### src/rtl/puf_tmv_gen.sv
// ---------------------------------------------------------------------------
// puf_tmv_gen
//   Sequenced PUF response generator with temporal majority voting.
//   Evaluates one external PUF segment bank at a time. Each segment is
//   powered up and sampled VOTES times. A per-bit vote counter then produces
//   a majority bit and flags any bit whose votes were not unanimous. The
//   voted segments are assembled into a NUM_SEG*SEG_WIDTH response.
//
//   Ports
//     clk, rst       clock, synchronous active-high reset
//     start          request a new generation (accepted in IDLE/DONE only)
//     control_input  PUF challenge/mode, latched when start is accepted
//     puf_enable     power/enable to the selected PUF segment
//     puf_control    latched control_input forwarded to the PUF
//     puf_seg_sel    index of the segment under evaluation
//     puf_raw        raw SEG_WIDTH-bit response of the selected segment
//     busy           generation in progress
//     resp_valid     response/unstable_cnt valid (held until next start)
//     response       voted response, segment i at [i*SEG_WIDTH +: SEG_WIDTH]
//     unstable_cnt   number of bits whose votes were not unanimous
// ---------------------------------------------------------------------------

// Per-bit vote lane. Accumulates the number of '1' samples for one raw bit
// and reports majority and instability.
//   clk, rst  clock, synchronous reset
//   clr       clear the vote count (new generation or segment committed)
//   smp       add raw to the count on this edge
//   raw       raw PUF bit
//   maj       count > VOTES/2
//   unst      count is neither 0 nor VOTES
module puf_tmv_lane #(
  parameter int VOTES = 5
) (
  input  logic clk,
  input  logic rst,
  input  logic clr,
  input  logic smp,
  input  logic raw,
  output logic maj,
  output logic unst
);
  localparam int CNT_W = $clog2(VOTES + 1);

  // Width CNT_W holds 0..VOTES and at most VOTES samples are taken per
  // segment, so the count cannot wrap.
  logic [CNT_W-1:0] cnt;

  always_ff @(posedge clk) begin
    if (rst || clr)
      cnt <= '0;
    else if (smp)
      cnt <= cnt + CNT_W'(raw);
  end

  assign maj  = (cnt > CNT_W'(VOTES / 2));
  assign unst = (cnt != '0) && (cnt != CNT_W'(VOTES));
endmodule

module puf_tmv_gen #(
  parameter  int SEG_WIDTH     = 256,
  parameter  int NUM_SEG       = 4,
  parameter  int VOTES         = 5,
  parameter  int SETTLE_CYCLES = 4,
  localparam int SEL_W         = (NUM_SEG > 1) ? $clog2(NUM_SEG) : 1,
  localparam int UC_W          = $clog2(NUM_SEG * SEG_WIDTH + 1)
) (
  input  logic                           clk,
  input  logic                           rst,
  input  logic                           start,
  input  logic [1:0]                     control_input,
  output logic                           puf_enable,
  output logic [1:0]                     puf_control,
  output logic [SEL_W-1:0]               puf_seg_sel,
  input  logic [SEG_WIDTH-1:0]           puf_raw,
  output logic                           busy,
  output logic                           resp_valid,
  output logic [NUM_SEG*SEG_WIDTH-1:0]   response,
  output logic [UC_W-1:0]                unstable_cnt
);
  localparam int VOTE_W = $clog2(VOTES + 1);
  localparam int ST_W   = $clog2(SETTLE_CYCLES + 1);

  // Parameter legality is checked at elaboration.
  if (VOTES < 1 || (VOTES % 2) == 0) begin : g_bad_votes
    $error("puf_tmv_gen: VOTES must be odd and >= 1");
  end
  if (SETTLE_CYCLES < 1) begin : g_bad_settle
    $error("puf_tmv_gen: SETTLE_CYCLES must be >= 1");
  end

  typedef enum logic [2:0] {
    IDLE   = 3'd0,
    SETTLE = 3'd1,
    SAMPLE = 3'd2,
    RELAX  = 3'd3,
    COMMIT = 3'd4,
    DONE   = 3'd5
  } state_t;

  state_t                          state, state_nxt;
  logic [ST_W-1:0]                 settle_cnt;
  logic [VOTE_W-1:0]               vote;
  logic [SEL_W-1:0]                seg;
  logic [1:0]                      ctrl_q;
  logic [NUM_SEG-1:0][SEG_WIDTH-1:0] resp_q;
  logic [UC_W-1:0]                 unst_q;

  logic                            start_ok;
  logic                            lane_clr;
  logic                            lane_smp;
  logic [SEG_WIDTH-1:0]            lane_maj;
  logic [SEG_WIDTH-1:0]            lane_unst;
  logic [UC_W-1:0]                 seg_unst;

  assign start_ok = start && (state == IDLE || state == DONE);
  assign lane_clr = start_ok || (state == COMMIT);
  assign lane_smp = (state == SAMPLE);

  // ---------------------------------------------------------------- lanes
  for (genvar b = 0; b < SEG_WIDTH; b++) begin : g_lane
    puf_tmv_lane #(.VOTES(VOTES)) u_lane (
      .clk  (clk),
      .rst  (rst),
      .clr  (lane_clr),
      .smp  (lane_smp),
      .raw  (puf_raw[b]),
      .maj  (lane_maj[b]),
      .unst (lane_unst[b])
    );
  end

  // Instability popcount for the segment being committed.
  always_comb begin
    seg_unst = '0;
    for (int b = 0; b < SEG_WIDTH; b++)
      seg_unst = seg_unst + UC_W'(lane_unst[b]);
  end

  // ---------------------------------------------------------------- FSM
  always_ff @(posedge clk) begin
    if (rst)
      state <= IDLE;
    else
      state <= state_nxt;
  end

  always_comb begin
    state_nxt  = state;
    puf_enable = 1'b0;
    busy       = 1'b0;
    resp_valid = 1'b0;
    case (state)
      IDLE: begin
        if (start) state_nxt = SETTLE;
      end
      SETTLE: begin
        puf_enable = 1'b1;
        busy       = 1'b1;
        if (settle_cnt == ST_W'(SETTLE_CYCLES - 1)) state_nxt = SAMPLE;
      end
      SAMPLE: begin
        puf_enable = 1'b1;
        busy       = 1'b1;
        // vote still holds the pre-increment value here.
        if (vote == VOTE_W'(VOTES - 1)) state_nxt = COMMIT;
        else                            state_nxt = RELAX;
      end
      RELAX: begin
        // One low cycle so every vote starts from a fresh power-up.
        busy      = 1'b1;
        state_nxt = SETTLE;
      end
      COMMIT: begin
        busy = 1'b1;
        if (seg == SEL_W'(NUM_SEG - 1)) state_nxt = DONE;
        else                            state_nxt = SETTLE;
      end
      DONE: begin
        resp_valid = 1'b1;
        if (start) state_nxt = SETTLE;
      end
      default: state_nxt = IDLE;
    endcase
  end

  // ---------------------------------------------------------------- datapath
  always_ff @(posedge clk) begin
    if (rst) begin
      settle_cnt <= '0;
      vote       <= '0;
      seg        <= '0;
      ctrl_q     <= '0;
      resp_q     <= '0;
      unst_q     <= '0;
    end else begin
      // Free-runs only inside SETTLE, so each SETTLE visit starts at 0.
      settle_cnt <= (state == SETTLE) ? settle_cnt + ST_W'(1) : '0;

      if (start_ok) begin
        ctrl_q <= control_input;
        seg    <= '0;
        vote   <= '0;
        resp_q <= '0;
        unst_q <= '0;
      end

      if (state == SAMPLE)
        vote <= vote + VOTE_W'(1);

      if (state == COMMIT) begin
        resp_q[seg] <= lane_maj;
        unst_q      <= unst_q + seg_unst;
        vote        <= '0;
        // seg stays on the last segment in DONE; it is cleared on restart.
        if (seg != SEL_W'(NUM_SEG - 1))
          seg <= seg + SEL_W'(1);
      end
    end
  end

  assign puf_control  = ctrl_q;
  assign puf_seg_sel  = seg;
  assign response     = resp_q;
  assign unstable_cnt = unst_q;
endmodule
### config.mk
export PLATFORM = sky130hd
export DESIGN_NAME = puf_tmv_gen
export DESIGN_NICKNAME = d
export VERILOG_FILES = /design/src/rtl/puf_tmv_gen.sv
export SDC_FILE = /design/constraint.sdc
export NUM_CORES = 2
export LEC_CHECK = 0
export ABC_AREA = 1
export CAP_MARGIN = 10
export CELL_PAD_IN_SITES_DETAIL_PLACEMENT = 0
export CELL_PAD_IN_SITES_GLOBAL_PLACEMENT = 1
export CORE_AREA = 4 4 513 515
export DETAILED_ROUTE_END_ITERATION = 10
export DIE_AREA = 0 0 517 519
export DONT_BUFFER_PORTS = 1
export PLACE_DENSITY = 0.71
export SYNTH_ARGS = -nofsm -noshare
export SYNTH_HDL_FRONTEND = slang
export SYNTH_HIERARCHICAL = 1
export SYNTH_SLANG_ARGS = --single-unit
### constraint.sdc
create_clock -name clk -period 104.6 [get_ports clk]
set_input_delay 15.69 -clock clk [delete_from_list [all_inputs] [get_ports clk]]
set_output_delay 15.69 -clock clk [all_outputs]
set_load 0.02 [all_outputs]
# Word-level counts from Yosys, hierarchy flattened
# Index checks and enable logic that the tools add are counted.
# Widths: inputs -> output; s select.
word_totals:
  output_inout_bits: 1042
  memories: 0
  ram_bits: 0
  input_bits: 261
  regBits: 1816
  romBits: 0
  latch_bits: 0
classes:
  order_cmp: 258
  n_addsub: 515
  mux: 21
  shift: 0
  multipliers: 0
  div: 0
  bitwise_logic: 1
  reduce_logical: 526
  eq_ne: 267
ops:
  columns: ["cell", "n"]
  rows:
  - ["$mux 1024", 3]
  - ["$add 11x1->11", 245]
  - ["$bwmux 1024", 1]
  - ["$add 3x1->3", 256]
  - ["$gt 3x2->1 const B", 256]
  - ["$ne 3x3->1 const B", 256]
  - ["$reduce_bool 3->1", 256]
  - ["$demux 256 s2", 1]
  - ["$logic_and 1x1->1", 258]
  - ["$mux 256", 1]
  - ["$mux 11", 2]
  - ["$mux 3", 6]
  - ["$pmux 3 s5", 1]
  - ["$add 10x1->11", 1]
  - ["$add 11x11->11", 1]
  - ["$add 9x1->10", 1]
  - ["$add 8x1->9", 1]
  - ["$eq 3x2->1 const B", 3]
  - ["$eq 3x3->1 const B", 3]
  - ["$add 7x1->8", 1]
  - ["$reduce_or 2->1", 4]
  - ["$add 6x1->7", 1]
  - ["$add 3x1->3 const B", 2]
  - ["$add 5x1->6", 1]
  - ["other kinds (19)", 27]

# Longest topological paths before layout
logic_depth:
  word_depth: 259
  ltp_mapped: 34
  ltp_nobuf: 34

# Hierarchy
# Netlist, hierarchy kept.
by_module_without_submodules:
  columns: ["module", "cells_per_inst", "area_each_um2", "instances"]
  rows:
  - ["puf_tmv_gen", 5458, 45673.8, 1]
  - ["puf_tmv_lane", 27, 175.2, 256]

# Least setup slack after synthesis
# Ideal clock, no wire load.
synth_path:
  path_type: "register to output"
  start: "register state[0]"
  end: "output busy"
  stages_incl_launch_ff: 4
  path_buffers: 0
  required_time_ps: 88910
  t_arrival_ps: 88142
  slack_ps: 768
  cell_sequence: "dfxtp_1 nor3_1 inv_1 nand3_1"
synth_via:
  elab_chain_cells: 3
  elab_cells_between_ends: 6
  classes_between: "eq/ne (4); mux (1); reduce/logical (1)"
synth_rtl:
  columns: ["element", "line_no", "source"]
  rows:
  - ["from (decl)", "100", "state_t state, state_nxt;"]
  - ["from (signal assigned)", "144", "state <= state_nxt;"]
  - ["$eq 3x2->1", null, null]
  - ["net lane_smp", "110", "logic lane_smp;"]
  - ["$reduce_or 4->1 (no line)", null, null]
  - ["$mux 1", "152", "case (state)"]
  - ["to (decl)", "75", "output logic busy,"]
# The timed path passes the listed nets, and every way through them passes these cells.

# Worst setup path after layout
layout_path:
  start: "input start"
  end: "register resp_q, in the netlist response[964]"
layout_via:
  elab_chain_cells: 5
layout_rtl:
  columns: ["element", "line_no", "source"]
  rows:
  - ["from (decl)", "69", "input logic start,"]
  - ["$logic_and 1x1->1 (*)", "115", "assign start_ok = start && (state == IDLE || state == DONE);"]
  - ["$mux 1024 (*)", "199", "if (start_ok) begin"]
  - ["$mux 1024 (*)", "188", "if (rst) begin"]
  - ["$bwmux 1024", "211", "resp_q[seg] <= lane_maj;"]
  - ["$mux 1024 (*)", "210", "if (state == COMMIT) begin"]
  - ["to (signal, indexed assignment)", "211", null]
  - ["to (decl)", "105", "logic [NUM_SEG-1:0][SEG_WIDTH-1:0] resp_q;"]
# Every way passes the cells marked *; elsewhere a longest branch is shown, timed or not. The select of a mux whose other input is x is not followed.
# A chain may end at the register's enable or synchronous reset.

==> impl_metrics.csv <==
group,metric,value,unit
outcome,status,"finished with violations",
outcome,violations,"slew limit",
global_route,grt_pass1_wl,449000,µm
synth,syn-num-nets,13455,
drt,post_drt_via_cell_ratio,4.87,
drt,wl_per_cell,19.5,µm
timing,fmax,49.3,MHz
floorplan,ios,1303,
clock_network,clockBufferDepth,4,
worst_hold_path,hold_path_class,"reg2reg",
synth,synth_edf_count,0,
critical_path,slowest_stage,"buf_4",
worst_hold_path,holdPathStages,1,
clock_network,cts_resized,0,
timing,drv_slew,71,
timing,fin_skew,94.0,ps
clock_network,post_cts_buffers,0,
critical_path,arrival,21040,ps
drt,drt_iter0_drc,5049,
timing,hold_viol,0,
clock_network,cts_tree,"yes",
floorplan,fp.dieW,517,µm
run,drv_cap,0,
placed_design,placed_area,93400,µm²
timing,max_slew_margin,-6.49,%
drt,vias,77305,
power_and_ir_drop,power.internal,2170,µW
synth,synth_cells,12370,
timing,rsz0062_at_grt,"false",
placed_design,io_buffers,0,
cells_and_area,layout_commonest_cell,"nand2_1",
clock_network,cts_root_buffer,"clkbuf_16",
critical_path,required,105370,ps
synth,synth_cell_types,30,
timing,tightestPinTransition,1600,ps
synth,seq_area_frac_synth,40.2,%
global_route,grt-ovfl-total,0,
cells_and_area,stdcell_area,101000,µm²
synth,synth_flop_cell,"dfxtp_1",
power_and_ir_drop,cellPowerDensity,40.4,nW/µm²
power_and_ir_drop,ir_worst_vdd,355,µV
clock_network,clk-insertion-delay-late,900,ps
global_route,grt_max_degree,273,
global_route,grt_use_total,21.9,%
clock_network,ctsHtreeMaxLevel,4,
synth,ys_seq_elements,1816,
floorplan,die_y,519,µm
global_route,grt_pass1_vias,70224,
drt,drt_wl_total,309000,µm
placed_design,hpwl,228000,µm
cells_and_area,syn2layout_area_growth,11.3,%
floorplan,rows,187,
critical_path,cpMostUsedCell,"buf_4",
critical_path,path_class,"in2reg",
critical_path,path_cells,"nand2_8, buf_4, buf_4, buf_4, buf_4, buf_4, buf_4, buf_4, nand2_1, a21oi_1",
timing,period_minus_slack,20260,ps
power_and_ir_drop,p_leak,0.0401,µW
floorplan,die-area,268000,µm²
power_and_ir_drop,p_sw,1900,µW
power_and_ir_drop,p_seq_share,18.2,%
critical_path,cpPeakStageDelay,780,ps
clock_network,cts_sinks,1816,
drt,drtAntennaViolNets,0,
global_route,antenna_found_initial,76,
floorplan,start_util,35.0,%
critical_path,crit_fanout,85,
timing,setup-violations-final,0,
critical_path,crit_path_start_kind,"primary input",
timing,finalCritPeriodShare,19.4,%
cells_and_area,layout_common_cells,"nand2_1, dfxtp_1, inv_1",
critical_path,r2r_cells,29,
power_and_ir_drop,combPwrFrac,62.7,%
critical_path,end_kind,"flop",
timing,finalSetupTns,0,ps
cells_and_area,nets,13346,
cells_and_area,drive_above_1_share,6.05,%
placed_design,place_congestion,0.826,
floorplan,core,259000,µm²
power_and_ir_drop,p_clk_share,19.1,%
power_and_ir_drop,switching_share,46.7,%
clock_network,ctsHoldBuffers,0,
synth,synth_warnings,6,
clock_network,cts_buffers,215,
synth,synthesis.area_per_instance,7.32,µm²
clock_network,worst_setup_hold_path_clk_slew,60,ps
synth,syn-cell-area,90500,µm²
synth,async_flop_share,0,%
drt,dr.pass1.iters,6,
drt,drc,0,
==> routing by layer <==
metal,GRT usage [%],routed length [µm],vias up
met5,0,218,-
met4,6.35,9130,34
met3,6.20,25100,448
met2,37.9,148000,1991
met1,26.4,127000,35789
li1,-,-,39043
==> registers in the layout (all words and copies together) (netlist names) <==
signal and count:
vote 3, state 3, response 1024, g_lane.u_lane/cnt 768, puf_seg_sel 2, puf_control 2
unstable_cnt 11, settle_cnt 3
==> power groups by stage <==
stage	clock network, µW	registers, µW	logic (µW)
after global placement	0	754	2610
after detailed placement	0	756	2640
final	776	741	2550
after floorplan	0	751	2310
after CTS	797	741	2660
after global routing	825	745	2980
==> critical path, delay by kind of cell <==
| family | cells | cell delay (ps) |
|---|---|---|
| buffers and inverters | 7 | 4370 |
| AO/OA/AOI/OAI | 1 | 160 |
| AND/OR/NAND/NOR | 2 | 370 |
==> cell type report <==
class | count | area [µm²]
clock buffer | 305 | 6270
tap | 3402 | 4260
sequential | 1816 | 36400
timing repair buffer | 130 | 1070
multi-input combinational | 8416 | 45400
clock inverter | 74 | 1000
fill | 26410 | 158000
inverter | 1682 | 6330
antenna | 38 | 95.1
==> cells by family after synthesis <==
family / synth area share (%)
xor gates and xnor gates: 0.00968
and+or+nand+nor: 22.3
adders and majority gates: 13.4
DFF: 40.2
buffers and inverters: 9.79
AOI/OAI and AO/OA: 14.3
==> Yosys cell counts (3+ instances only) <==
| cell type | count | area (µm²) |
|---|---|---|
| a21oi_1 | 1301 | 6510 |
| nor2_2 | 257 | 1610 |
| o21ai_0 | 1245 | 6230 |
| buf_4 | 29 | 218 |
| o21ai_1 | 39 | 195 |
| fa_1 | 246 | 4920 |
| clkbuf_1 | 205 | 769 |
| nand3_1 | 533 | 2670 |
| nand4_1 | 3 | 18.8 |
| buf_6 | 71 | 800 |
| buf_1 | 11 | 41.3 |
| buf_2 | 138 | 691 |
| dfxtp_1 | 1816 | 36400 |
| nand3b_1 | 4 | 30.0 |
| ha_1 | 578 | 7230 |
| or2_2 | 4 | 25.0 |
| a211oi_1 | 3 | 22.5 |
| inv_1 | 1680 | 6310 |
| nor2_1 | 1303 | 4890 |
| nand2_1 | 2888 | 10800 |
| nand2_4 | 4 | 45.0 |
==> through the flow <==
step                utilization, %  setup slack, ps  total power (µW)  hold slack [ps]  instances
finish                        38.9            84340              4070              425      15863
global route                  38.9            84010              4550              438      15844
CTS                           38.9            84510              4200              429      15824
detailed placement            36.1            83570              3390              421      15445
global placement              36.1            83710              3360              406      15442
floorplan                        -              768              3060              399      12370
==> final timing paths <==
check	slack [ps]	to	from
hold / removal	430	settle_cnt[0]	settle_cnt[0]
hold reg to reg	430	settle_cnt[0]	settle_cnt[0]
setup reg to reg	95800	unstable_cnt[6]	g_lane[140].u_lane/cnt[2]
setup / recovery	84340	response[964]	start
Power figures use the tool's default switching activity.
